[src/rtl/spi_slave_core.sv]
// spi_slave_core: SPI mode-0 (CPOL=0, CPHA=0), MSB-first slave with one-word
// rx holding register and one-entry tx buffer, all in the clk domain.
//
// Ports:
//   clk, rst      system clock, synchronous active-high reset
//   sck, mosi, cs SPI pins from the master (asynchronous, cs active low)
//   miso          serial data to the master (0 outside a frame)
//   rx_data/rx_valid/rx_ready   received word, valid/ready handshake
//   tx_data/tx_valid/tx_ready   next word to send, one-entry buffer
//   rx_overrun    1-clk pulse: completed word dropped (holding reg full)
//   tx_underrun   1-clk pulse: word boundary reached with empty tx buffer
//   frame_active  high while a frame is in progress
module spi_slave_core #(
  parameter int unsigned DATA_WIDTH  = 8,
  parameter int unsigned SYNC_STAGES = 2
) (
  input  logic                  clk,
  input  logic                  rst,
  input  logic                  sck,
  input  logic                  mosi,
  input  logic                  cs,
  output logic                  miso,
  output logic [DATA_WIDTH-1:0] rx_data,
  output logic                  rx_valid,
  input  logic                  rx_ready,
  input  logic [DATA_WIDTH-1:0] tx_data,
  input  logic                  tx_valid,
  output logic                  tx_ready,
  output logic                  rx_overrun,
  output logic                  tx_underrun,
  output logic                  frame_active
);

  localparam int unsigned CW = $clog2(DATA_WIDTH) + 1;
  localparam logic [CW-1:0] LAST_BIT = CW'(DATA_WIDTH - 1);

  typedef enum logic {IDLE, ACTIVE} state_t;

  logic [SYNC_STAGES-1:0] sck_sr, mosi_sr, cs_sr;
  logic                   sck_s, mosi_s, cs_s;
  logic                   sck_prev, cs_prev;
  logic                   sck_rise, sck_fall, cs_fall, cs_rise;

  state_t                 state;
  logic [CW-1:0]          bit_cnt;
  logic [DATA_WIDTH-1:0]  rx_shift, rx_next, done_word;
  logic                   word_done;
  logic [DATA_WIDTH-1:0]  tx_shift, tx_buf;
  logic                   tx_load, tx_reload;

  // Input synchronisers; idle levels are sck low and cs deasserted.
  always_ff @(posedge clk) begin
    if (rst) begin
      sck_sr   <= '0;
      mosi_sr  <= '0;
      cs_sr    <= '1;
      sck_prev <= 1'b0;
      cs_prev  <= 1'b1;
    end else begin
      sck_sr   <= {sck_sr[SYNC_STAGES-2:0], sck};
      mosi_sr  <= {mosi_sr[SYNC_STAGES-2:0], mosi};
      cs_sr    <= {cs_sr[SYNC_STAGES-2:0], cs};
      sck_prev <= sck_s;
      cs_prev  <= cs_s;
    end
  end

  assign sck_s  = sck_sr[SYNC_STAGES-1];
  assign mosi_s = mosi_sr[SYNC_STAGES-1];
  assign cs_s   = cs_sr[SYNC_STAGES-1];

  assign sck_rise = sck_s & ~sck_prev;
  assign sck_fall = ~sck_s & sck_prev;
  assign cs_fall  = cs_prev & ~cs_s;
  assign cs_rise  = ~cs_prev & cs_s;

  assign rx_next = {rx_shift[DATA_WIDTH-2:0], mosi_s};
  assign tx_load = tx_valid & tx_ready;

  // cs rising wins over a coincident sck edge, so a master that drops sck
  // and releases cs together ends the frame without consuming the buffer.
  always_comb begin
    tx_reload = 1'b0;
    if (state == IDLE)
      tx_reload = cs_fall;
    else
      tx_reload = ~cs_rise & sck_fall & (bit_cnt == '0);
  end

  assign miso = frame_active & tx_shift[DATA_WIDTH-1];

  always_ff @(posedge clk) begin
    if (rst) begin
      state        <= IDLE;
      frame_active <= 1'b0;
      bit_cnt      <= '0;
      rx_shift     <= '0;
      done_word    <= '0;
      word_done    <= 1'b0;
      rx_data      <= '0;
      rx_valid     <= 1'b0;
      rx_overrun   <= 1'b0;
      tx_shift     <= '0;
      tx_buf       <= '0;
      tx_ready     <= 1'b1;
      tx_underrun  <= 1'b0;
    end else begin
      rx_overrun  <= 1'b0;
      tx_underrun <= 1'b0;
      word_done   <= 1'b0;

      case (state)
        IDLE: begin
          if (cs_fall) begin
            state        <= ACTIVE;
            frame_active <= 1'b1;
            bit_cnt      <= '0;
            rx_shift     <= '0;
          end
        end
        ACTIVE: begin
          if (cs_rise) begin
            state        <= IDLE;
            frame_active <= 1'b0;
            bit_cnt      <= '0;
            rx_shift     <= '0;
          end else if (sck_rise) begin
            rx_shift <= rx_next;
            if (bit_cnt == LAST_BIT) begin
              bit_cnt   <= '0;
              word_done <= 1'b1;
              done_word <= rx_next;
            end else begin
              bit_cnt <= bit_cnt + CW'(1);
            end
          end else if (sck_fall && bit_cnt != '0) begin
            tx_shift <= {tx_shift[DATA_WIDTH-2:0], 1'b0};
          end
        end
        default: begin
          state        <= IDLE;
          frame_active <= 1'b0;
        end
      endcase

      // Completed words land in the holding register one clk later; a
      // same-cycle handshake frees the slot for the new word.
      if (word_done) begin
        if (!rx_valid || rx_ready) begin
          rx_data  <= done_word;
          rx_valid <= 1'b1;
        end else begin
          rx_overrun <= 1'b1;
        end
      end else if (rx_valid && rx_ready) begin
        rx_valid <= 1'b0;
      end

      // A reload takes the buffer content present before this clk; a
      // coincident load refills the buffer afterwards.
      if (tx_reload) begin
        if (!tx_ready) begin
          tx_shift <= tx_buf;
        end else begin
          tx_shift    <= '0;
          tx_underrun <= 1'b1;
        end
      end

      if (tx_load) begin
        tx_buf   <= tx_data;
        tx_ready <= 1'b0;
      end else if (tx_reload) begin
        tx_ready <= 1'b1;
      end
    end
  end

endmodule

[config.mk]
export PLATFORM = sky130hd
export DESIGN_NAME = spi_slave_core
export DESIGN_NICKNAME = d
export VERILOG_FILES = /design/src/rtl/spi_slave_core.sv
export SDC_FILE = /design/constraint.sdc
export NUM_CORES = 1
export LEC_CHECK = 0
export CAP_MARGIN = 20
export CORE_MARGIN = 10
export CORE_UTILIZATION = 53
export CTS_BUF_LIST = sky130_fd_sc_hd__clkbuf_4 sky130_fd_sc_hd__clkbuf_8 sky130_fd_sc_hd__clkbuf_16
export CTS_CLUSTER_DIAMETER = 60
export CTS_CLUSTER_SIZE = 8
export DETAILED_ROUTE_END_ITERATION = 8
export PLACE_DENSITY = 0.76
export SYNTH_ARGS = -nofsm -noshare
export SYNTH_HDL_FRONTEND = slang
export SYNTH_SLANG_ARGS = --single-unit
[constraint.sdc]
create_clock -name clk -period 2.1 [get_ports clk]
set_input_delay 0.21 -clock clk [delete_from_list [all_inputs] [get_ports clk]]
set_output_delay 0.21 -clock clk [all_outputs]
set_load 0.01 [all_outputs]
==> metrics, run 1 <==
CTS tree=yes; VDD IR-drop max=0.000438 V; PD cells=801 mW/mm²; RSZ-0062 raised after global routing=no; simple-gate share of the synthesized area=0.220; commonest register cell after synthesis=dfxtp_1; DRC viols=0; number of I/O pins=29; Yosys reg bits=58; Reg2Reg Depth=5; GR Overflow Total=0; die span in x=84.4 µm; startpoint types=flop; initial DRC count=186; CP Class=flop to flop; area delta synth->final=23.5%; chip height=84.4 µm; Final Max Slew Viols=0; n_diodes=0; largest family of logic cells by synthesized area=simple AND/OR/NAND/NOR gates; post-synth cell types=32; Max-cap violations=0; fraction of final layout cells sized beyond drive strength 1=0.113; Slew headroom=0.583; core area=0.00400 mm²; Num CTS Buffers=9; Syn Std Cell Area=0.00220 mm²; Tmin final=1.86 ns; Max clock buf depth=2; Final Hold Fails=0; Synth Warn #=0; DR vias=1,792; Design Power=2.18 mW; ys async rst share=0; Post-Syn Area per Cell=9.21 µm²; sequential share of the synthesized area=0.528; initial antenna violation count=0; Reg2Reg Setup Slack=0.24 ns; Overall Global Routing Usage=0.127; DP HPWL=3060 µm; xor/xnor share of the synthesized area=0; Sum Neg Setup Slack=0 ns; Filler cells=323; Clock Sinks=58; Clock Latency Late Sink=0.32 ns; number of synthesized flops with an enable pin=0; number of I/O port buffers=28; DR WL/cell=13.4 µm; worst min-delay path category=flop to flop; Post-CTS Setup Bufs=0; post-synthesis cell count=239; CTS H-tree lvls=3; Fmax achieved=0.538 GHz; Hold-fix buffers, CTS=0; global placement routability congestion=0.839; adder-cell share of the synthesized area=0.0114; LEAKAGE=1.14 nW; crit path DAT=2.07 ns; Final period util=0.885; Reg clk slew, reported paths=0.06 ns; Mapped Nets=256; hold-critical path depth=1; Resized cells post-CTS=0; NumNets Final=288; vias in the first global route=1,714; mux cell area share after synthesis=0.0728; # rows=23; Crit. End Element=flop; Starting Density=0.550; WP data required=2.31 ns; first-pass GRT wire length=7620 µm; largest net degree at the start of global routing=29; Die Area=0.00713 mm²; final WL=4360 µm; Crit Path Max Fanout=9; CTS Root Cell=clkbuf_8; compound-gate portion of the synthesized area=0.126; Post-Route Skew=0.00577 ns; status=completed; via/cell ratio=5.51; Slew @ Worst Pin=0.623 ns; 1st-pass router iterations=4; Setup-failing EPs final=0; post-route ant nets=0
==> kinds of logic after synthesis <==
| group | Yosys count |
|---|---|
| adder cells (fa/ha/maj) | 2 |
| buffers and inverters | 24 |
| AND/OR/NAND/NOR | 95 |
| multiplexers | 16 |
| flip-flops | 58 |
| AO/OA/AOI/OAI | 44 |
==> critical path: stages, from the launching register on <==
cell	delay [ns]
dfxtp_1	0.40
ha_1	0.23
and3b_2	0.21
nand4_1	0.51
mux2i_1	0.35
nor2_1	0.05
==> cell usage after synthesis (2+ instances only) <==
| master | n | area, µm² |
|---|---|---|
| dfxtp_1 | 58 | 1160 |
| a21oi_1 | 29 | 145 |
| nand2_1 | 26 | 97.6 |
| nor2_1 | 22 | 82.6 |
| mux2i_1 | 16 | 160 |
| clkbuf_1 | 11 | 41.3 |
| nand4_1 | 11 | 68.8 |
| nand3_1 | 10 | 50.1 |
| inv_1 | 9 | 33.8 |
| nor2b_1 | 8 | 50.1 |
| o221ai_1 | 7 | 61.3 |
| or2_2 | 3 | 18.8 |
| a32oi_1 | 2 | 17.5 |
| and2_1 | 2 | 12.5 |
| and3_1 | 2 | 12.5 |
| buf_1 | 2 | 7.51 |
| buf_2 | 2 | 10.0 |
| ha_1 | 2 | 25.0 |
| nand2b_1 | 2 | 12.5 |
| nor3_1 | 2 | 10.0 |
| or3b_1 | 2 | 17.5 |
==> stage by stage <==
stage,area [µm²],utilization,std cells,hold WS [ns],worst slack [ns]
2_1_floorplan,2200,-,239,0.314,0.385
4_1_cts,2720,0.680,325,0.411,0.218
3_3_place_gp,2540,0.636,310,0.396,0.327
3_5_place_dp,2540,0.636,310,0.397,0.220
6_report,2720,0.680,325,0.409,0.242
5_1_grt,2720,0.680,325,0.437,0.0145
==> worst paths after layout <==
path                                               from                   endpoint
worst max-delay path            bit_cnt[0]$_SDFFE_PP0P_  done_word[6]$_SDFFE_PP0P_
worst min-delay path                cs_sr[0]$_SDFF_PP1_        cs_sr[1]$_SDFF_PP1_
worst max register to register  bit_cnt[0]$_SDFFE_PP0P_  done_word[6]$_SDFFE_PP0P_
worst min register to register      cs_sr[0]$_SDFF_PP1_        cs_sr[1]$_SDFF_PP1_
==> sequential cells by signal, indices dropped and copies added, names as in the netlist, 2 cells and up <==
signal,count
done_word,8
rx_data,8
tx_buf,8
tx_shift,8
rx_shift,7
bit_cnt,4
cs_sr,2
mosi_sr,2
sck_sr,2
==> report_power, final <==
group          internal, mW  leakage (nW)  switching (mW)
logic                0.0669         0.568          0.0726
clock network         0.492        0.0954           0.393
registers              1.13         0.471          0.0232
total                  1.69          1.14           0.488
==> layout by cell type (no fill, tap or decap), drive strengths merged, types with 2 or more instances in the layout <==
cell	netlist	final
o21ai	2	2
nor3	2	2
or3b	2	2
and2	2	2
nand4	11	11
mux2i	16	16
nor2	22	22
clkbuf	11	12
nand2	27	27
buf	4	8
nand3	10	10
clkdlybuf4s50	0	28
dfxtp	58	58
inv	9	9
a21oi	29	29
nand2b	2	2
ha	2	2
o221ai	7	7
a32oi	2	2
nor2b	8	8
and3	2	2
clkinv	0	3
or2	3	3
==> layer usage <==
metal  global-route usage  vias up  wire length (µm)
met2                0.195       56              1980
met4               0.0704        0                81
met3               0.0473        9               295
li1                     -      899                 -
met5                    0        -                 0
met1                0.149      828              2010
==> layout make-up <==
| class | count | area (µm²) | area share |
|---|---|---|---|
| clock inverter | 3 | 15.0 | 0.00552 |
| inverter | 9 | 33.8 | 0.0124 |
| tap | 50 | 62.6 | 0.0230 |
| timing repair buffer | 36 | 340 | 0.125 |
| clock buffer | 12 | 159 | 0.0584 |
| sequential | 58 | 1160 | 0.427 |
| multi-input combinational | 157 | 947 | 0.348 |
No activity file was read; power rests on OpenSTA's default activity.
==> run 2, diff against run 1 <==
--- a/config.mk
+++ b/config.mk
@@ -5,6 +5,7 @@
 export SDC_FILE = /design/constraint.sdc
 export NUM_CORES = 1
 export LEC_CHECK = 0
+export ABC_CLOCK_PERIOD_IN_PS = 2100
 export CAP_MARGIN = 20
 export CORE_MARGIN = 10
 export CORE_UTILIZATION = 53
@@ -13,6 +14,7 @@
 export CTS_CLUSTER_SIZE = 8
 export DETAILED_ROUTE_END_ITERATION = 8
 export PLACE_DENSITY = 0.76
+export RECOVER_POWER = 100
 export SYNTH_ARGS = -nofsm -noshare
 export SYNTH_HDL_FRONTEND = slang
 export SYNTH_SLANG_ARGS = --single-unit
==> run 2 against run 1 <==
Wire length rose by 0.21%. Global-route usage unchanged. Sequential power about the same. Critical endpoint is now tx_shift[0]$_SDFFE_PP0P_. Cell area fell by 0.55%.
==> metrics, run 2 (synthesis results as in run 1) <==
most frequent cells in the layout=dfxtp_1 (58), a21oi_1 (29), nand2_1 (26); Die Area=0.00713 mm²; die span in x=84.4 µm; Slew headroom=0.385; Setup-failing EPs final=0; chip height=84.4 µm; Final Max Slew Viols=0; Slew @ Worst Pin=0.917 ns; DRC viols=0; CTS Root Cell=clkbuf_8; WP data required=2.31 ns; Tmin final=1.90 ns; Sum Neg Setup Slack=0 ns; first-pass GRT wire length=7620 µm; Final Hold Fails=0; Num CTS Buffers=9; Final period util=0.903; Max clock buf depth=2; LEAKAGE=1.17 nW; 1st-pass router iterations=4; Resized cells post-CTS=0; status=completed; VDD IR-drop max=0.000437 V; fraction of final layout cells sized beyond drive strength 1=0.0982; Post-Route Skew=0.00643 ns; dpl ws=0.220 ns; Post-CTS Setup Bufs=0; Hold-fix buffers, CTS=0; initial antenna violation count=0; RR Startpoint=state$_SDFF_PP0_; Max-cap violations=0; commonest non-fill, non-tap cell in the layout=dfxtp_1; Filler cells=328; setup ws final=0.204 ns; Fmax achieved=0.528 GHz; n_diodes=0; worst flop-to-flop path endpoint=tx_shift[0]$_SDFFE_PP0P_; hold path start=cs_sr[0]$_SDFF_PP1_; CTS tree=yes; largest net degree at the start of global routing=29; global placement routability congestion=0.839; crit path DAT=2.11 ns; PD cells=804 mW/mm²; Reg clk slew, reported paths=0.06 ns; Reg2Reg Setup Slack=0.20 ns; area delta synth->final=22.9%; initial DRC count=168; Reg2Reg Depth=4; fin util=0.676; GR Overflow Total=0; number of I/O pins=29; NumNets Final=288; Crit Path Max Fanout=13; DP HPWL=3060 µm; vias in the first global route=1,714; DR vias=1,766; hold endpoint=cs_sr[1]$_SDFF_PP1_; RSZ-0062 raised after global routing=no; worst min-delay path category=flop to flop; number of I/O port buffers=28; Clock Sinks=58; Clock Latency Late Sink=0.32 ns; placed instance count=310; Crit. End Element=flop; CP Class=flop to flop; core area=0.00400 mm²; startpoint types=flop; post-route ant nets=0; Starting Density=0.550; Post-DP Area=0.00254 mm²; # rows=23; Finished Cell Area=0.00270 mm²; final cell count without fillers=325; CTS H-tree lvls=3; final WL=4370 µm; hold-critical path depth=1; DR WL/cell=13.4 µm; via/cell ratio=5.43; Overall Global Routing Usage=0.127
==> run 2: changes by cell type in the layout (fill, tap and decap cells not counted), sizes merged <==
cell and delta:
buf -2, clkbuf +2, clkdlybuf4s50 -15, dlygate4sd3 +15
==> run 2: worst max-delay path by stage <==
stage                                 to               startpoint  slack [ns]  cells past startpoint
2_1_floorplan   tx_shift[0]$_SDFFE_PP0P_  bit_cnt[0]$_SDFFE_PP0P_        0.38                      6
3_3_place_gp    tx_shift[0]$_SDFFE_PP0P_  bit_cnt[0]$_SDFFE_PP0P_        0.33                      6
3_5_place_dp   done_word[5]$_SDFFE_PP0P_  bit_cnt[0]$_SDFFE_PP0P_        0.22                      5
4_1_cts        done_word[6]$_SDFFE_PP0P_  bit_cnt[0]$_SDFFE_PP0P_        0.22                      5
5_1_grt        done_word[6]$_SDFFE_PP0P_  bit_cnt[0]$_SDFFE_PP0P_        0.01                      5
6_report        tx_shift[0]$_SDFFE_PP0P_         state$_SDFF_PP0_        0.20                      4
==> run 2: layer usage <==
metal / vias up / routed length, µm / track usage
li1: 899 / - / -
met1: 814 / 2050 / 0.149
met2: 44 / 1980 / 0.195
met3: 9 / 259 / 0.0473
met4: 0 / 71 / 0.0704
met5: - / 0 / 0
==> run 2: layout make-up <==
class                   instances  area, µm²  share of cell area
multi-input cells             157        940               0.348
clock buffers                  12        159              0.0588
inverters                       9       33.8              0.0125
flip-flops and latches         58       1160               0.429
repair buffers                 36        333               0.123
well taps                      50       62.6              0.0231
clock inverters                 3       15.0             0.00555
==> run 2: critical path: stages (launching register included) <==
cell,delay [ns]
dfxtp_1,0.57
or3b_1,0.21
clkbuf_1,0.53
nand2_4,0.18
a41o_1,0.29
==> run 2: report_power, final <==
part,internal (mW),switching (mW),leakage (nW)
registers,1.13,0.0229,0.471
logic,0.0629,0.0728,0.604
clock network,0.492,0.392,0.0954
==> run 2: through the flow <==
stage	power (mW)	hold slack [ns]
floorplan	1.25	0.314
global placement	1.31	0.396
detailed placement	1.32	0.397
CTS	2.21	0.411
global route	2.26	0.437
finish	2.17	0.409
==> run 3, diff against run 2 <==
--- a/config.mk
+++ b/config.mk
@@ -5,15 +5,17 @@
 export SDC_FILE = /design/constraint.sdc
 export NUM_CORES = 1
 export LEC_CHECK = 0
-export ABC_CLOCK_PERIOD_IN_PS = 2100
+export ABC_CLOCK_PERIOD_IN_PS = 2050
 export CAP_MARGIN = 20
+export CELL_PAD_IN_SITES_DETAIL_PLACEMENT = 0
+export CELL_PAD_IN_SITES_GLOBAL_PLACEMENT = 1
 export CORE_MARGIN = 10
-export CORE_UTILIZATION = 53
+export CORE_UTILIZATION = 41
 export CTS_BUF_LIST = sky130_fd_sc_hd__clkbuf_4 sky130_fd_sc_hd__clkbuf_8 sky130_fd_sc_hd__clkbuf_16
 export CTS_CLUSTER_DIAMETER = 60
 export CTS_CLUSTER_SIZE = 8
 export DETAILED_ROUTE_END_ITERATION = 8
-export PLACE_DENSITY = 0.76
+export PLACE_DENSITY = 0.77
 export RECOVER_POWER = 100
 export SYNTH_ARGS = -nofsm -noshare
 export SYNTH_HDL_FRONTEND = slang
==> constraint.sdc (replaced) <==
create_clock -name clk -period 2.05 [get_ports clk]
set_input_delay 0.205 -clock clk [delete_from_list [all_inputs] [get_ports clk]]
set_output_delay 0.205 -clock clk [all_outputs]
set_load 0.01 [all_outputs]
==> run 3 against run 2 <==
Clock-buffer cell count decreased by 2. Register-to-register slack got worse by 0.02 ns. Worst hold slack improved by 0.0053 ns. Critical endpoint unchanged.
==> metrics, run 3 (synthesis results as in run 1) <==
status=completed; most frequent cells in the layout=dfxtp_1 (58), a21oi_1 (29), nand2_1 (26); commonest non-fill, non-tap cell in the layout=dfxtp_1; final WL=4420 µm; hold-critical path depth=1; largest net degree at the start of global routing=30; CP Cell Sequence=inv_1 > ha_1 > or3b_1 > or4b_1 > nand2_4 > a41o_1; hold endpoint=cs_sr[1]$_SDFF_PP1_; Clock Sinks=58; die span in x=93.3 µm; DR WL/cell=12.7 µm; WP data required=2.32 ns; Reg2Reg Depth=6; RR Startpoint=bit_cnt[0]$_SDFFE_PP0P_; Tmin final=1.87 ns; worst min-delay path category=flop to flop; WHS=0.414 ns; Crit Path Max Fanout=9; Die Area=0.00870 mm²; CTS H-tree lvls=3; Final Max Slew Viols=0; DP HPWL=3110 µm; worst flop-to-flop path endpoint=tx_shift[0]$_SDFFE_PP0P_; Post-Route Skew=0.00477 ns; area delta synth->final=27.6%; CTS tree=yes; Slew headroom=0.380; NumNets Final=290; DRC viols=0; number of I/O pins=29; Max clock buf depth=2; VDD IR-drop max=0.000481 V; fin util=0.543; initial DRC count=78; Overall Global Routing Usage=0.110; Sum Neg Setup Slack=0 ns; Slew @ Worst Pin=0.923 ns; via/cell ratio=5.05; Setup-failing EPs final=0; Crit. End Element=flop; CTS Root Cell=clkbuf_8; crit path DAT=2.13 ns; Final period util=0.911; hold path start=cs_sr[0]$_SDFF_PP1_; initial antenna violation count=0; chip height=93.3 µm; GR Overflow Total=0; CP Class=flop to flop; Hold-fix buffers, CTS=0; core area=0.00517 mm²; Design Power=2.57 mW; Post-CTS Setup Bufs=0; Fmax achieved=0.535 GHz; first-pass GRT wire length=7770 µm; Final Hold Fails=0; Max-cap violations=0; LEAKAGE=1.20 nW; startpoint types=flop; Clock Latency Late Sink=0.32 ns; post-route ant nets=0; final cell count without fillers=348; Starting Density=0.425; fraction of final layout cells sized beyond drive strength 1=0.101; vias in the first global route=1,700; CP max-delay cell=or4b_1; number of I/O port buffers=28; Num CTS Buffers=9; placed instance count=332; Filler cells=473; n_diodes=0; slowest stage delay, CP=0.58 ns; Resized cells post-CTS=0; Reg2Reg Setup Slack=0.18 ns; Reg clk slew, reported paths=0.06 ns; DR vias=1,757; global placement routability congestion=0.796; RSZ-0062 raised after global routing=no; 1st-pass router iterations=4; PD cells=914 mW/mm²; # rows=26
==> run 3: changes by cell type in the layout (fill, tap and decap cells not counted), moves of 2 or more <==
cell and delta:
buf_4 -2, bufinv_16 +3, clkbuf_1 +2, clkbuf_8 -2
==> run 3: worst max-delay path by stage <==
stage                                 start                        to  slack [ns]  cells after the start
floorplan           bit_cnt[0]$_SDFFE_PP0P_  tx_shift[0]$_SDFFE_PP0P_        0.33                      6
global placement    bit_cnt[0]$_SDFFE_PP0P_  tx_shift[0]$_SDFFE_PP0P_        0.27                      6
detailed placement  bit_cnt[0]$_SDFFE_PP0P_  tx_shift[0]$_SDFFE_PP0P_        0.25                      6
CTS                 bit_cnt[0]$_SDFFE_PP0P_  tx_shift[0]$_SDFFE_PP0P_        0.23                      6
global route           sck_sr[1]$_SDFF_PP0_   bit_cnt[2]$_SDFFE_PP0P_        0.08                      6
finish              bit_cnt[0]$_SDFFE_PP0P_  tx_shift[0]$_SDFFE_PP0P_        0.18                      6
==> run 3: worst max-delay path: cells and delay by family (launching register included) <==
kind            cells  cell delay [ns]
compound gates      1             0.18
fa+ha+maj           1             0.12
buf+inv             1             0.07
flops               1             0.34
simple gates        3             1.10
==> run 3: power breakdown <==
part / internal, mW / switching, mW / total (mW)
sequential: 1.16 / 0.0206 / 1.18
combinational: 0.0669 / 0.0775 / 0.144
clock: 0.814 / 0.430 / 1.24
total: 2.04 / 0.528 / 2.57
==> run 3: through the flow <==
step	cell area, µm²	setup WS [ns]
floorplan	2200	0.335
global placement	2600	0.273
detailed placement	2600	0.253
CTS	2830	0.235
global route	2810	0.0788
finish	2810	0.182
==> run 3: metal layers <==
layer	global-route usage	up-vias	wire length, µm
met5	0	-	0
met4	0.0656	0	73
met3	0.0312	7	173
met2	0.164	24	1940
met1	0.137	815	2230
li1	-	911	-
==> run 3: cell type report <==
type                       instances  area [µm²]  share of cell area
clock buffer                      10         131              0.0468
timing repair buffer              38         350               0.125
sequential                        58        1160               0.413
clock inverter                     6         105              0.0374
tap                               70        87.6              0.0312
inverter                           9        33.8              0.0120
multi-input combinational        157         940               0.335
